==> src/rtl/gpio_pkg.sv <==
// Shared constants for the memory-mapped GPIO controller: register byte
// offsets inside the 256-byte window.
package gpio_pkg;

  localparam int unsigned GPIO_WINDOW_BYTES = 256;

  localparam logic [7:0] GPIO_OUT_OFS    = 8'h00;
  localparam logic [7:0] GPIO_DIR_OFS    = 8'h04;
  localparam logic [7:0] GPIO_IN_OFS     = 8'h08;
  localparam logic [7:0] GPIO_SET_OFS    = 8'h0C;
  localparam logic [7:0] GPIO_CLR_OFS    = 8'h10;
  localparam logic [7:0] GPIO_IRQ_EN_OFS = 8'h14;
  localparam logic [7:0] GPIO_EDGE_OFS   = 8'h18;
  localparam logic [7:0] GPIO_STATUS_OFS = 8'h1C;

endpackage

==> src/rtl/gpio_sync.sv <==
// Multi-stage flop chain bringing asynchronous pad inputs into the clock
// domain; the last stage is the synchronised value.
module gpio_sync
  import gpio_pkg::*;
#(
  parameter int WIDTH       = 8,
  parameter int SYNC_STAGES = 2
) (
  input  logic             clk,
  input  logic             rst_n,
  input  logic [WIDTH-1:0] d,
  output logic [WIDTH-1:0] q
);

  logic [WIDTH-1:0] chain [SYNC_STAGES];

  always_ff @(posedge clk or negedge rst_n) begin
    if (!rst_n) begin
      for (int i = 0; i < SYNC_STAGES; i++) chain[i] <= '0;
    end else begin
      chain[0] <= d;
      for (int i = 1; i < SYNC_STAGES; i++) chain[i] <= chain[i-1];
    end
  end

  assign q = chain[SYNC_STAGES-1];

endmodule

==> src/rtl/gpio_ctrl.sv <==
// Memory-mapped GPIO controller: window decode, register file, atomic
// set/clear, synchronised inputs with edge-latched status and interrupt.
module gpio_ctrl
  import gpio_pkg::*;
#(
  parameter int          WIDTH       = 8,
  parameter logic [31:0] BASE_ADDR   = 32'hFFFF_0000,
  parameter int          SYNC_STAGES = 2
) (
  input  logic             clk,
  input  logic             rst_n,
  input  logic [31:0]      addr,
  input  logic [31:0]      wdata,
  input  logic             wr_en,
  input  logic             rd_en,
  output logic [31:0]      rdata,
  output logic             rd_valid,
  input  logic [WIDTH-1:0] gpio_in,
  output logic [WIDTH-1:0] gpio_out,
  output logic [WIDTH-1:0] gpio_oe,
  output logic             irq
);

  logic             hit;
  logic             wr_hit;
  logic             rd_hit;
  logic [7:0]       reg_ofs;
  logic [WIDTH-1:0] wval;
  logic [WIDTH-1:0] out_reg;
  logic [WIDTH-1:0] dir_reg;
  logic [WIDTH-1:0] ien_reg;
  logic [WIDTH-1:0] edge_reg;
  logic [WIDTH-1:0] status_reg;
  logic [WIDTH-1:0] in_sync;
  logic [WIDTH-1:0] in_prev;
  logic [WIDTH-1:0] events;
  logic [WIDTH-1:0] w1c;
  logic [31:0]      rd_word;
  logic             unused_bits;

  assign hit         = (addr[31:8] == BASE_ADDR[31:8]);
  assign wr_hit      = wr_en && hit;
  assign rd_hit      = rd_en && hit;
  assign reg_ofs     = {addr[7:2], 2'b00};
  assign wval        = wdata[WIDTH-1:0];
  assign unused_bits = ^{addr[1:0], wdata};

  gpio_sync #(
    .WIDTH       (WIDTH),
    .SYNC_STAGES (SYNC_STAGES)
  ) u_sync (
    .clk   (clk),
    .rst_n (rst_n),
    .d     (gpio_in),
    .q     (in_sync)
  );

  // EDGE bit selects falling (1) or rising (0) per pin
  assign events = (in_sync & ~in_prev & ~edge_reg) | (~in_sync & in_prev & edge_reg);
  assign w1c    = (wr_hit && reg_ofs == GPIO_STATUS_OFS) ? wval : '0;

  always_ff @(posedge clk or negedge rst_n) begin
    if (!rst_n) begin
      out_reg  <= '0;
      dir_reg  <= '0;
      ien_reg  <= '0;
      edge_reg <= '0;
    end else if (wr_hit) begin
      case (reg_ofs)
        GPIO_OUT_OFS:    out_reg  <= wval;
        GPIO_DIR_OFS:    dir_reg  <= wval;
        GPIO_SET_OFS:    out_reg  <= out_reg | wval;
        GPIO_CLR_OFS:    out_reg  <= out_reg & ~wval;
        GPIO_IRQ_EN_OFS: ien_reg  <= wval;
        GPIO_EDGE_OFS:   edge_reg <= wval;
        default: ;
      endcase
    end
  end

  // A fresh event on a bit overrides a W1C of that bit in the same cycle
  always_ff @(posedge clk or negedge rst_n) begin
    if (!rst_n) begin
      status_reg <= '0;
      in_prev    <= '0;
      irq        <= 1'b0;
    end else begin
      status_reg <= (status_reg & ~w1c) | events;
      in_prev    <= in_sync;
      irq        <= |(status_reg & ien_reg);
    end
  end

  always_comb begin
    rd_word = '0;
    case (reg_ofs)
      GPIO_OUT_OFS:    rd_word[WIDTH-1:0] = out_reg;
      GPIO_DIR_OFS:    rd_word[WIDTH-1:0] = dir_reg;
      GPIO_IN_OFS:     rd_word[WIDTH-1:0] = in_sync;
      GPIO_IRQ_EN_OFS: rd_word[WIDTH-1:0] = ien_reg;
      GPIO_EDGE_OFS:   rd_word[WIDTH-1:0] = edge_reg;
      GPIO_STATUS_OFS: rd_word[WIDTH-1:0] = status_reg;
      default: ;
    endcase
  end

  always_ff @(posedge clk or negedge rst_n) begin
    if (!rst_n) begin
      rdata    <= '0;
      rd_valid <= 1'b0;
    end else begin
      rd_valid <= rd_hit;
      if (rd_hit) rdata <= rd_word;
    end
  end

  assign gpio_out = out_reg;
  assign gpio_oe  = dir_reg;

endmodule

==> config.mk <==
export PLATFORM = sky130hd
export DESIGN_NAME = gpio_ctrl
export DESIGN_NICKNAME = d
export VERILOG_FILES = /design/src/rtl/gpio_pkg.sv /design/src/rtl/gpio_sync.sv /design/src/rtl/gpio_ctrl.sv
export SDC_FILE = /design/constraint.sdc
export NUM_CORES = 1
export LEC_CHECK = 0
export CORE_MARGIN = 5
export CORE_UTILIZATION = 41
export DETAILED_ROUTE_END_ITERATION = 10
export PLACE_DENSITY_LB_ADDON = 0.05
export SETUP_SLACK_MARGIN = 0.05
export SLEW_MARGIN = 20
export SYNTH_ARGS = -nofsm -noshare
export SYNTH_HDL_FRONTEND = slang
export SYNTH_SLANG_ARGS = --single-unit
==> constraint.sdc <==
create_clock -name clk -period 1.1 [get_ports clk]
set_input_delay 0.22 -clock clk [delete_from_list [all_inputs] [get_ports clk]]
set_output_delay 0.22 -clock clk [all_outputs]
set_load 0.02 [all_outputs]
**After elaboration in Yosys (flattened, before gate mapping)**

Index checks and enable logic that the tools add are counted.

- Register bits: 74
- Bits in latches: 0
- Memory bits (writable): 0
- Bits in read-only memories: 0
- Input bits: 76
- Output and inout bits: 50
- Memories kept: 0

- Add/subtract/negate cells: 0
- Multipliers: 0
- Divide/modulo/power cells: 0
- Order comparisons: 0
- Equal/unequal tests: 8
- Shift operators: 0
- Multiplexer cells: 3
- Bitwise gates (word level): 15
- Reduce and logical (&&, ||, !) cells: 10

Operator list:

| operator | count |
|---|---|
| 8-bit AND | 7 |
| 8-bit one-hot mux with 6 select lines | 1 |
| 8-bit inverter | 5 |
| 24-bit == test (second input constant) | 1 |
| 6-bit by 3-bit == test with 1-bit output (second input constant) | 4 |
| 8-bit OR | 3 |
| 8-bit one-hot mux with 3 select lines | 1 |
| 6-bit by 2-bit == test with 1-bit output (second input constant) | 2 |
| 8-bit logical NOT | 1 |
| 8-bit two-way mux | 1 |
| 2-bit AND reduction | 4 |
| 8-bit OR reduction | 1 |
| 6-bit by 1-bit == test with 1-bit output (second input constant) | 1 |
| 1-bit logical AND | 3 |
| 3-bit nonzero test | 1 |

**Longest topological paths before layout**

- Word-level depth: 7
- Mapped depth: 7
- Depth with buffers taken out: 4

**Cells and area by module**

A second synthesis with hierarchy kept.

- Cells, all modules: 299
- Area, all modules: 3560.9 um^2

By module, submodules not included:

| module | instances | cells each | area each (um^2) | seq. area each (um^2) |
|---|---|---|---|---|
| gpio_ctrl | 1 | 275 | 3100.5 | 1451.4 |
| gpio_sync | 1 | 24 | 460.4 | 400.4 |

**Least setup slack after synthesis**

OpenSTA, ideal clock, no wires.

- Path kind: input-to-reg
- Start: input port addr[9]
- End: register out_reg[6], in the netlist gpio_out[6]
- Data arrival time: 1895 ps
- Path slack: -928 ps
- Stages: 6
- Buffers on the path: 2
- Cells stage by stage: or4_4 > or4_1 > clkbuf_2 > buf_6 > a2111oi_0 > o21ai_0

- Longest elaborated chain between the ends: 3

Ends and longest elaborated chain:

| element | line | text |
|---|---|---|
| start, declared | gpio_ctrl.sv:12 | `input logic [31:0] addr,` |
| 24-bit == test | gpio_ctrl.sv:41 | `assign hit = (addr[31:8] == BASE_ADDR[31:8]);` |
| 1-bit logical AND | gpio_ctrl.sv:42 | `assign wr_hit = wr_en && hit;` |
| 2-bit AND reduction (no source line) | n/a |  |
| end signal, assigned | gpio_ctrl.sv:70 | `GPIO_OUT_OFS: out_reg <= wval;` |
| end signal, assigned | gpio_ctrl.sv:72 | `GPIO_SET_OFS: out_reg <= out_reg \| wval;` |
| end signal, assigned | gpio_ctrl.sv:73 | `GPIO_CLR_OFS: out_reg <= out_reg & ~wval;` |
| end, declared | gpio_ctrl.sv:29 | `logic [WIDTH-1:0] out_reg;` |

No other way between the ends.
A chain may end at the register's enable or synchronous reset.

**Worst setup path after layout**

- Start: input port addr[11]
- End: register edge_reg[2]

- Longest elaborated chain between the ends: 3

Ends and longest elaborated chain:

| element | line | text |
|---|---|---|
| 24-bit == test | gpio_ctrl.sv:41 |  |
| 1-bit logical AND | gpio_ctrl.sv:42 |  |
| 2-bit AND reduction (no source line) | n/a |  |
| end signal, assigned | gpio_ctrl.sv:75 | `GPIO_EDGE_OFS: edge_reg <= wval;` |
| end, declared | gpio_ctrl.sv:32 | `logic [WIDTH-1:0] edge_reg;` |

No other way between the ends.

==> reports/summary.log <==
[final_layout] count of antenna diodes in the layout 0
[placed_design] post-place setup slack -1.32 ns
[setup_path] slowest stage delay, CP 0.54 ns
[setup_path] depth of the worst register-to-register path 4
[route] drt total wl 10.9 mm
[placed_design] Final HPWL DP 7.46 mm
[placed_design] Placed Instance Area 0.00498 sq mm
[yosys] cell taking the most area after synthesis dfrtp_1
[setup_path] critical register-to-register path startpoint gpio_oe[2]$_DFFE_PN0P_
[sta] Fmax 594 MHz
[cts] worst skew pair latency 0.35 ns
[grt] wire length of the first global-routing pass 17.6 mm
[sta] fin crit share 1.53
[setup_path] reg2reg setup slack -0.22 ns
[min_path] number of instances on the worst hold path 1
[min_path] Worst Min Path Start gpio_in[3]
[setup_path] Worst Path Max Fanout 4
[setup_path] slowest CP cell or4_4
[placed_design] Buffers on Ports 75
[floorplan] # IOs 126
[yosys] Synth top area share 0.515
[route] Vias per Instance 5.29
[setup_path] Setup crit start kind input port
[grt] largest net degree at the start of global routing 75
[yosys] yosys warns 0
[placed_design] number of placed instances, taps included 565
[job] Max Cap Violations 0
[yosys] Syn Std Cell Area 0.00360 sq mm
[yosys] number of synthesized flops with an enable pin 0
[power] leakage power total 2.66 nW
[grt] GRT Residual Overflow 0
[yosys] average cell area after synthesis 11.2 sq um
[route] vias post-DR 3170
[floorplan] Vert. Die Dim 104 um
[cts] number of H-tree levels 3
[setup_path] Largest delay share family, worst path simple AND/OR/NAND/NOR gates
[final_layout] share of layout cells above drive strength 1 0.411
[sta] Final Setup Violations 68
[yosys] primary flip-flop cell chosen by synthesis mapping dfrtp_1
[outcome] result of the run finished with violations
[setup_path] kind of end point of the critical path flop
[final_layout] number of standard cells in the final layout excluding fillers 599
[final_layout] number of nets in the finished design 562
[setup_path] classification of the worst setup path in2reg
[setup_path] Top cell by count, worst path buf_4
[yosys] sequential cell area fraction in the yosys report 0.515
[setup_path] Crit path buffers/inverters 3
[power] peak supply drop 0.578 mV
[sta] total count of max-transition violations in the final report 0
[setup_path] Critical Path, Cell by Cell buf_6, or4_4, nor4_4, buf_4, nand4_1, buf_4, mux2_4
[cts] TritonCTS Buffers 9
[sta] clk_skew 0.00875 ns
[power] PD cells 975 mW/mm^2
[grt] number of global-route vias before repair 3295
[cts] root buffer selected by CTS clkbuf_8
[min_path] path class of the lowest-slack min-delay path in2reg
[min_path] Worst Hold End u_sync.chain[11]$_DFF_PN0_
[setup_path] data required time at the worst endpoint 1.33 ns
[yosys] #FFs+latches synth 74
[route] Pre-antenna DRT Iters 4
[sta] RSZ-0062 raised after global routing yes
[sta] shortest period the worst path allows 1.68 ns
[setup_path] Critical Path AT 1.92 ns
[yosys] distinct cell type count after synthesis 41
[final_layout] post-route cell area 0.00580 sq mm
[route] DRC 0
[yosys] cells after synthesis 322
[placed_design] routability congestion estimate 0.850
[floorplan] floorplan die area 0.0107 sq mm
[cts] Clock Sink Count 74
[yosys] top-count cell post-synth dfrtp_1
[cts] clock input transition at the sequential cells of the worst setup and hold paths 0.09 ns
[sta] worst setup margin -0.583 ns
[floorplan] Die X-Extent 104 um
[final_layout] synthesis-to-layout area growth 61.2%
[floorplan] initial core utilization 0.417
[sta] final hold viol count 0
[cts] CTS tree yes
[grt] Tot GR Track Use 0.204
[cts] maximum number of buffers from clock root to sink 2
[grt] initial antenna violation count 0
[yosys] most frequent cells after synthesis 74 x dfrtp_1, 25 x mux2_2, 24 x buf_4
[route] initial drt markers 239
[floorplan] Std-Cell Core Area 0.00864 sq mm
[power] total power consumption of the routed design 5.65 mW
[route] Antenna Violating Nets Remaining 0
[floorplan] total number of placement rows 34
[setup_path] Worst R2R End rdata[2]$_DFFE_PN0P_
[yosys] Post-synth ARST share 1.00
[yosys] leading post-synthesis cells by cell area dfrtp_1 51%, mux2_2 7.8%, mux2i_1 5.8%
[outcome] violated checks setup timing
[route] WL per Instance 18.2 um
per-layer routing:
layer	up-vias	wire length, um	global-route usage
li1	1483	-	-
met1	1568	4610	0.253
met2	103	5610	0.354
met3	16	511	0.0423
met4	0	193	0.0666
met5	-	0	0
through the flow:
step                 util  hold WS (ns)  setup TNS, ns
floorplan               -       -0.0756         -35.70
global placement    0.577         0.275         -59.30
detailed placement  0.577         0.273         -60.44
CTS                 0.648         0.284         -26.01
global route        0.671         0.281         -27.63
finish              0.671         0.301         -23.75
power breakdown:
group	internal, mW	switching (mW)
logic	0.303	0.370
clock network	1.07	1.13
registers	2.76	0.0254
worst max-delay path by stage:
stage	slack (ns)	to	cells after the start	from
final	-0.58	edge_reg[2]$_DFFE_PN0P_	7	addr[11]
after global routing	-0.62	edge_reg[2]$_DFFE_PN0P_	7	addr[11]
after CTS	-0.64	edge_reg[5]$_DFFE_PN0P_	7	addr[9]
after detailed placement	-1.32	gpio_out[3]$_DFFE_PN0P_	6	addr[10]
after global placement	-1.23	gpio_oe[3]$_DFFE_PN0P_	7	addr[10]
after floorplan	-0.79	status_reg[0]$_DFF_PN0_	6	addr[10]
final cells by class:
cell class,count,area [sq um]
multi-input cells,208,1920
inverters,22,82.6
flip-flops and latches,74,1850
clock buffers,9,124
well taps,108,135
fillers,667,2840
repair buffers,171,1610
clock inverters,7,76.3
placed cells by master, fill, tap and decap left out, types with 8 or more instances in the layout:
master / instances
dfrtp_1: 74
clkbuf_8: 9
buf_4: 77
conb_1: 24
a2111oi_4: 8
nand2_1: 13
mux2_2: 23
inv_1: 22
dlygate4sd2_1: 14
o31ai_4: 8
o211ai_1: 17
nand4_1: 16
mux2i_1: 21
clkdlybuf4s50_1: 25
buf_6: 42
a21oi_1: 12
o21ai_1: 9
repair_timing:
item | 4_1_cts | 5_1_grt
buffers inserted | 8 | 8
endpoints found under the setup margin | 75 | 76
hold buffers | 1 | 0
endpoints found under the hold margin | 74 | 0
pin swaps | 28 | 16
gates cloned | 1 | 0
resized for setup | 252 | 23
kinds of logic (layout without fill, tap and decap cells):
kind of cell	count (synthesis)	in the layout	synth area share
AO/OA/AOI/OAI	75	75	0.146
other	1	24	0.00104
multiplexers	46	46	0.137
AND/OR/NAND/NOR	63	63	0.108
buffers and inverters	63	209	0.0932
flip-flops	74	74	0.515
Power figures use the tool's default switching activity.
==> RTL change 1 (same settings) <==
Remove the register `rd_valid`: a continuous assignment takes its place, so the output `rd_valid` follows one clock earlier.
--- a/src/rtl/gpio_ctrl.sv
+++ b/src/rtl/gpio_ctrl.sv
@@ -107,12 +107,12 @@
   always_ff @(posedge clk or negedge rst_n) begin
     if (!rst_n) begin
       rdata    <= '0;
-      rd_valid <= 1'b0;
     end else begin
-      rd_valid <= rd_hit;
       if (rd_hit) rdata <= rd_word;
     end
   end
+
+  assign rd_valid = rd_hit;
 
   assign gpio_out = out_reg;
   assign gpio_oe  = dir_reg;
Formal check against the unedited RTL: not equivalent (Yosys sat finds a counterexample within 4 cycles, from zero or initial values and one cycle with rst_n low).
==> RTL change 1 against the original RTL <==
Highest routed layer unchanged; area after synthesis is 0.70% lower; final cell count fell by 0.33%; the run still ends with setup timing left; sequential cell count fell by 1; total power is 2.3% lower; clock power is 4% lower; design area is 2.2% lower; routed wire length shrank 1.4%; combinational power shrank 2%; synthesized cell count decreased by 0.31%; count of clock-buffer cells in the layout rose by 3; utilization is 1.2 points lower; critical path type unchanged; worst setup slack better by 12 ps; register-to-register slack about the same.
==> RTL change 1: results (changes against the original RTL) <==
[grt]
grt_pass1_vias = 3212  ; -2.5%
grt_usage_pct = 20.8  ; +0.42 points
grt_pass1_wl_um = 16800  ; -4.7%
grt_max_degree = 74  ; -1.3%

[worst_setup_path]
arrival_ps = 1890  ; -30 ps
critical_path_peak_fanout = 8  ; +4

[hold_path]
min_from = gpio_in[4]
hold_end = u_sync.chain[12]$_DFF_PN0_

[timing]
skew_ps = 6.36  ; -2.39 ps
fin_setup_tns_ps = -24530  ; -775 ps
setup_viol = 58  ; -15%
layout_setup_ws_ps = -571  ; +11.6 ps

[detailed_routing]
drt-wirelength-per-cell_um = 18.0  ; -1.1%
num_vias = 3141  ; -0.91%
drt_pass1_iterations = 5  ; +1
drt_iter0_markers = 119  ; -50%

[clocking]
cts.clk_slew.worst_paths_ps = 70  ; -20 ps
cts_buffers = 9  ; unchanged

[status]
status = complete, but fails checks
violations = setup timing

[placement]
hpwlAfterDp_um = 7500  ; +0.65%
gp_congestion = 0.873  ; +2.6%

[synth]
synth_top_cells_by_area = dfrtp_1 (51%), mux2_2 (7.9%), mux2i_1 (5.9%), buf_4 (5.0%), o211ai_1 (3.6%)
ys_seq_area_share_pct = 51.1  ; -0.34 points
synthTopCellsByCount = dfrtp_1 (73), mux2_2 (25), buf_4 (24), inv_1 (22), mux2i_1 (21)

[cells_and_area]
drive_above_1_share_pct = 41.3  ; +0.17 points
fillers = 677  ; +1.5%
fin_nets = 561  ; -0.18%

[pwr]
peakVddDrop_v = 0.000765  ; +32%
p_leak_nw = 2.66  ; about the same

[RTL change 1: changes by cell type in the layout (fill, tap and decap cells not counted), moves of 3 or more]
cell | unedited run | this run
buf_2 | 1 | 4
buf_4 | 77 | 82
buf_6 | 42 | 37
clkdlybuf4s15_1 | 5 | 2
clkdlybuf4s50_1 | 25 | 21
dlymetal6s2s_1 | 1 | 4
inv_6 | 3 | 0
o31ai_2 | 0 | 4
o31ai_4 | 8 | 4
[RTL change 1: how the worst max path moves through the flow]
stage	endpoint	from	slack (ps)
after floorplan	status_reg[0]$_DFF_PN0_	addr[10]	-790
after global placement	gpio_out[4]$_DFFE_PN0P_	addr[10]	-1470
after detailed placement	edge_reg[4]$_DFFE_PN0P_	addr[10]	-1390
after CTS	edge_reg[4]$_DFFE_PN0P_	addr[9]	-570
after global routing	edge_reg[4]$_DFFE_PN0P_	addr[9]	-610
final	status_reg[6]$_DFF_PN0_	addr[9]	-570
[RTL change 1: what timing repair did]
action / 4_1_cts / 5_1_grt
gates cloned: 1 / 0
hold buffers: 1 / 0
endpoints found under the setup margin: 74 / 75
resized for setup: 231 / 36
pin swaps: 17 / 12
setup buffers: 8 / 8
endpoints found under the hold margin: 73 / 0
[RTL change 1: metrics by stage]
stage	utilization, %	hold WS [ps]	cells	instance area (um^2)	worst slack, ps
after global placement	57.6	269	564	4950	-1470
after floorplan	-	-75.6	344	3710	-787
after detailed placement	57.6	271	564	4950	-1390
after CTS	63.0	294	589	5420	-575
final	66.0	305	597	5670	-571
after global routing	66.0	289	597	5670	-606
[RTL change 1: critical path: stages]
cell and delay, ps:
buf_6 90, or4_4 540, or4_4 500, buf_12 190, o31ai_4 230, o211ai_1 120
[RTL change 1: cell type report]
class,instances,share of cell area [%]
Clock inverter,3,0.706
Timing Repair Buffer,171,27.7
Clock buffer,12,2.74
Inverter,22,1.46
Tap cell,108,2.38
Sequential cell,73,32.2
Multi-Input combinational cell,208,32.8
[RTL change 1: power breakdown]
group          switching, W  internal (W)
Combinational      0.000366      0.000294
Sequential        0.0000232       0.00273
Clock              0.000961       0.00115
Total               0.00135       0.00417
[RTL change 1: cells by family after synthesis]
kind of cell,synth area share [%]
flip-flops,51.1
AO/OA/AOI/OAI,14.7
multiplexers,13.8
AND/OR/NAND/NOR,10.9
other,0.105
buffers and inverters,9.39
[RTL change 1: routing by layer]
| metal | track usage (%) | routed length, um |
|---|---|---|
| met2 | 33.6 | 5420 |
| met4 | 8.96 | 191 |
| met5 | 0 | 0 |
| met3 | 3.89 | 615 |
| met1 | 27.5 | 4540 |
==> RTL change 2 (config.mk and constraints unchanged) <==
Without the edit above. `WIDTH` is set to 8 in 2 places; all go to 6.
--- a/src/rtl/gpio_sync.sv
+++ b/src/rtl/gpio_sync.sv
@@ -3,7 +3,7 @@
 module gpio_sync
   import gpio_pkg::*;
 #(
-  parameter int WIDTH       = 8,
+  parameter int WIDTH       = 6,
   parameter int SYNC_STAGES = 2
 ) (
   input  logic             clk,
--- a/src/rtl/gpio_ctrl.sv
+++ b/src/rtl/gpio_ctrl.sv
@@ -3,7 +3,7 @@
 module gpio_ctrl
   import gpio_pkg::*;
 #(
-  parameter int          WIDTH       = 8,
+  parameter int          WIDTH       = 6,
   parameter logic [31:0] BASE_ADDR   = 32'hFFFF_0000,
   parameter int          SYNC_STAGES = 2
 ) (
Interface: changed (resized gpio_in, gpio_oe and gpio_out); port bits go from 126 to 120. The function was not compared with the original's and may differ.
==> RTL change 2 against the original RTL <==
The flow still finishes with violations (setup timing); sequential cell count decreased by 18; routed wire length decreased by 36%; hold slack improved by 36 ps; sequential share of layout area increased by 1.7 points; total power decreased by 34%; area after synthesis decreased by 25%; die area decreased by 23%; register-to-register slack got worse by 160 ps; design area decreased by 28%; worst setup slack got worse by 160 ps; via count decreased by 29%; largest cell class is now sequential cells.
==> RTL change 2: results (changes against the original RTL) <==
[synth]
synthTopCellsByCount = dfrtp_1 (56), buf_4 (26), nand2_1 (24), o21ai_0 (22), mux2_2 (18)
synth_top_cells_by_area = dfrtp_1 (52%), mux2_2 (7.5%), buf_4 (7.2%), o21ai_0 (4.1%), mux2_4 (3.3%)
synth_cell_types = 36  ; -12%
postSynthCellCount = 238  ; -26%
ys_seq_area_share_pct = 51.9  ; +0.37 points

[placement]
port_buffers = 65  ; -13%
hpwlAfterDp_um = 5090  ; -32%
gp_congestion = 0.819  ; -3.6%
numPlacedInstances = 423  ; -25%

[worst_setup_path]
arrival_ps = 2050  ; +130 ps
r2r_end = rdata[5]$_DFFE_PN0P_
r2r_cells = 5  ; +1
critical_path_peak_fanout = 6  ; +2
r2r_setup_slack_ps = -380  ; -160 ps

[detailed_routing]
viasPerCell = 4.99  ; -5.7%
met3WireLength_um = 428  ; -16%
dr_wl_met2_um = 3540  ; -37%
drt-met1-wl_um = 2970  ; -35%
drt_iter0_markers = 63  ; -74%

[clocking]
post_cts_buffers = 12  ; +4
cts_resized = 179  ; -29%
cts.clk_slew.worst_paths_ps = 110  ; +20 ps
cts_buffers = 5  ; -4
cts_max_level = 2  ; -1

[cells_and_area]
drive_above_1_share_pct = 39.6  ; -1.5 points
fin_nets = 444  ; -21%
fin_cells = 448  ; -25%

[pwr]
powerSeq_w = 0.00211  ; -24%
p_comb_w = 0.000472  ; -30%
peakVddDrop_v = 0.000795  ; +38%
p_leak_nw = 2.10  ; -21%
p_sw_w = 0.000988  ; -35%

[grt]
grt_use_met1_pct = 21.5  ; -3.9 points
grt_max_degree = 57  ; -24%
grt_pass1_vias = 2235  ; -32%
grt_usage_pct = 16.6  ; -3.9 points
grt_use_met2_pct = 28.4  ; -7.0 points
use_met3_pct = 3.55  ; -0.68 points
grt_pass1_wl_um = 11300  ; -36%

[timing]
layout_setup_ws_ps = -746  ; -163 ps
setup_viol = 42  ; -38%
skew_ps = 8.53  ; -0.224 ps

[hold_path]
min_from = gpio_in[5]
hold_end = u_sync.chain[11]$_DFF_PN0_

[status]
status = complete, but fails checks
violations = setup timing

[RTL change 2: final cells by class]
cell class | count | area (um^2)
fillers | 527 | 2230
flip-flops and latches | 56 | 1400
clock inverters | 3 | 25.0
multi-input cells | 172 | 1310
inverters | 1 | 3.75
clock buffers | 5 | 68.8
repair buffers | 134 | 1260
well taps | 77 | 96.3
[RTL change 2: how the worst max path moves through the flow]
stage / startpoint / to / slack (ps) / cells past startpoint
2_1_floorplan: addr[9] / edge_reg[0]$_DFFE_PN0P_ / -930 / 6
3_3_place_gp: addr[9] / gpio_oe[3]$_DFFE_PN0P_ / -1380 / 7
3_5_place_dp: addr[9] / gpio_oe[2]$_DFFE_PN0P_ / -1410 / 7
4_1_cts: addr[10] / edge_reg[1]$_DFFE_PN0P_ / -810 / 7
5_1_grt: addr[9] / edge_reg[1]$_DFFE_PN0P_ / -790 / 7
6_report: addr[9] / edge_reg[1]$_DFFE_PN0P_ / -750 / 7
[RTL change 2: cells by family (layout without fill, tap and decap cells)]
kind of cell,after synthesis,count (layout),synth area share [%]
AO/OA/AOI/OAI,46,46,11.3
AND/OR/NAND/NOR,69,69,14.3
multiplexers,30,30,13.1
flip-flops,56,56,51.9
XOR/XNOR,1,1,0.324
buffers and inverters,35,143,9.03
other,1,26,0.139
[RTL change 2: through the flow]
step | instance area, um^2 | setup WS (ps) | hold WS [ps] | setup TNS [ps] | total power, W
after detailed placement | 3720 | -1410 | 243 | -45050 | 0.00261
after CTS | 4060 | -810 | 327 | -22570 | 0.00378
final | 4160 | -746 | 336 | -20670 | 0.00375
after floorplan | 2830 | -927 | -75.6 | -25180 | 0.00239
after global routing | 4160 | -793 | 309 | -23420 | 0.00392
after global placement | 3720 | -1380 | 242 | -45000 | 0.00261
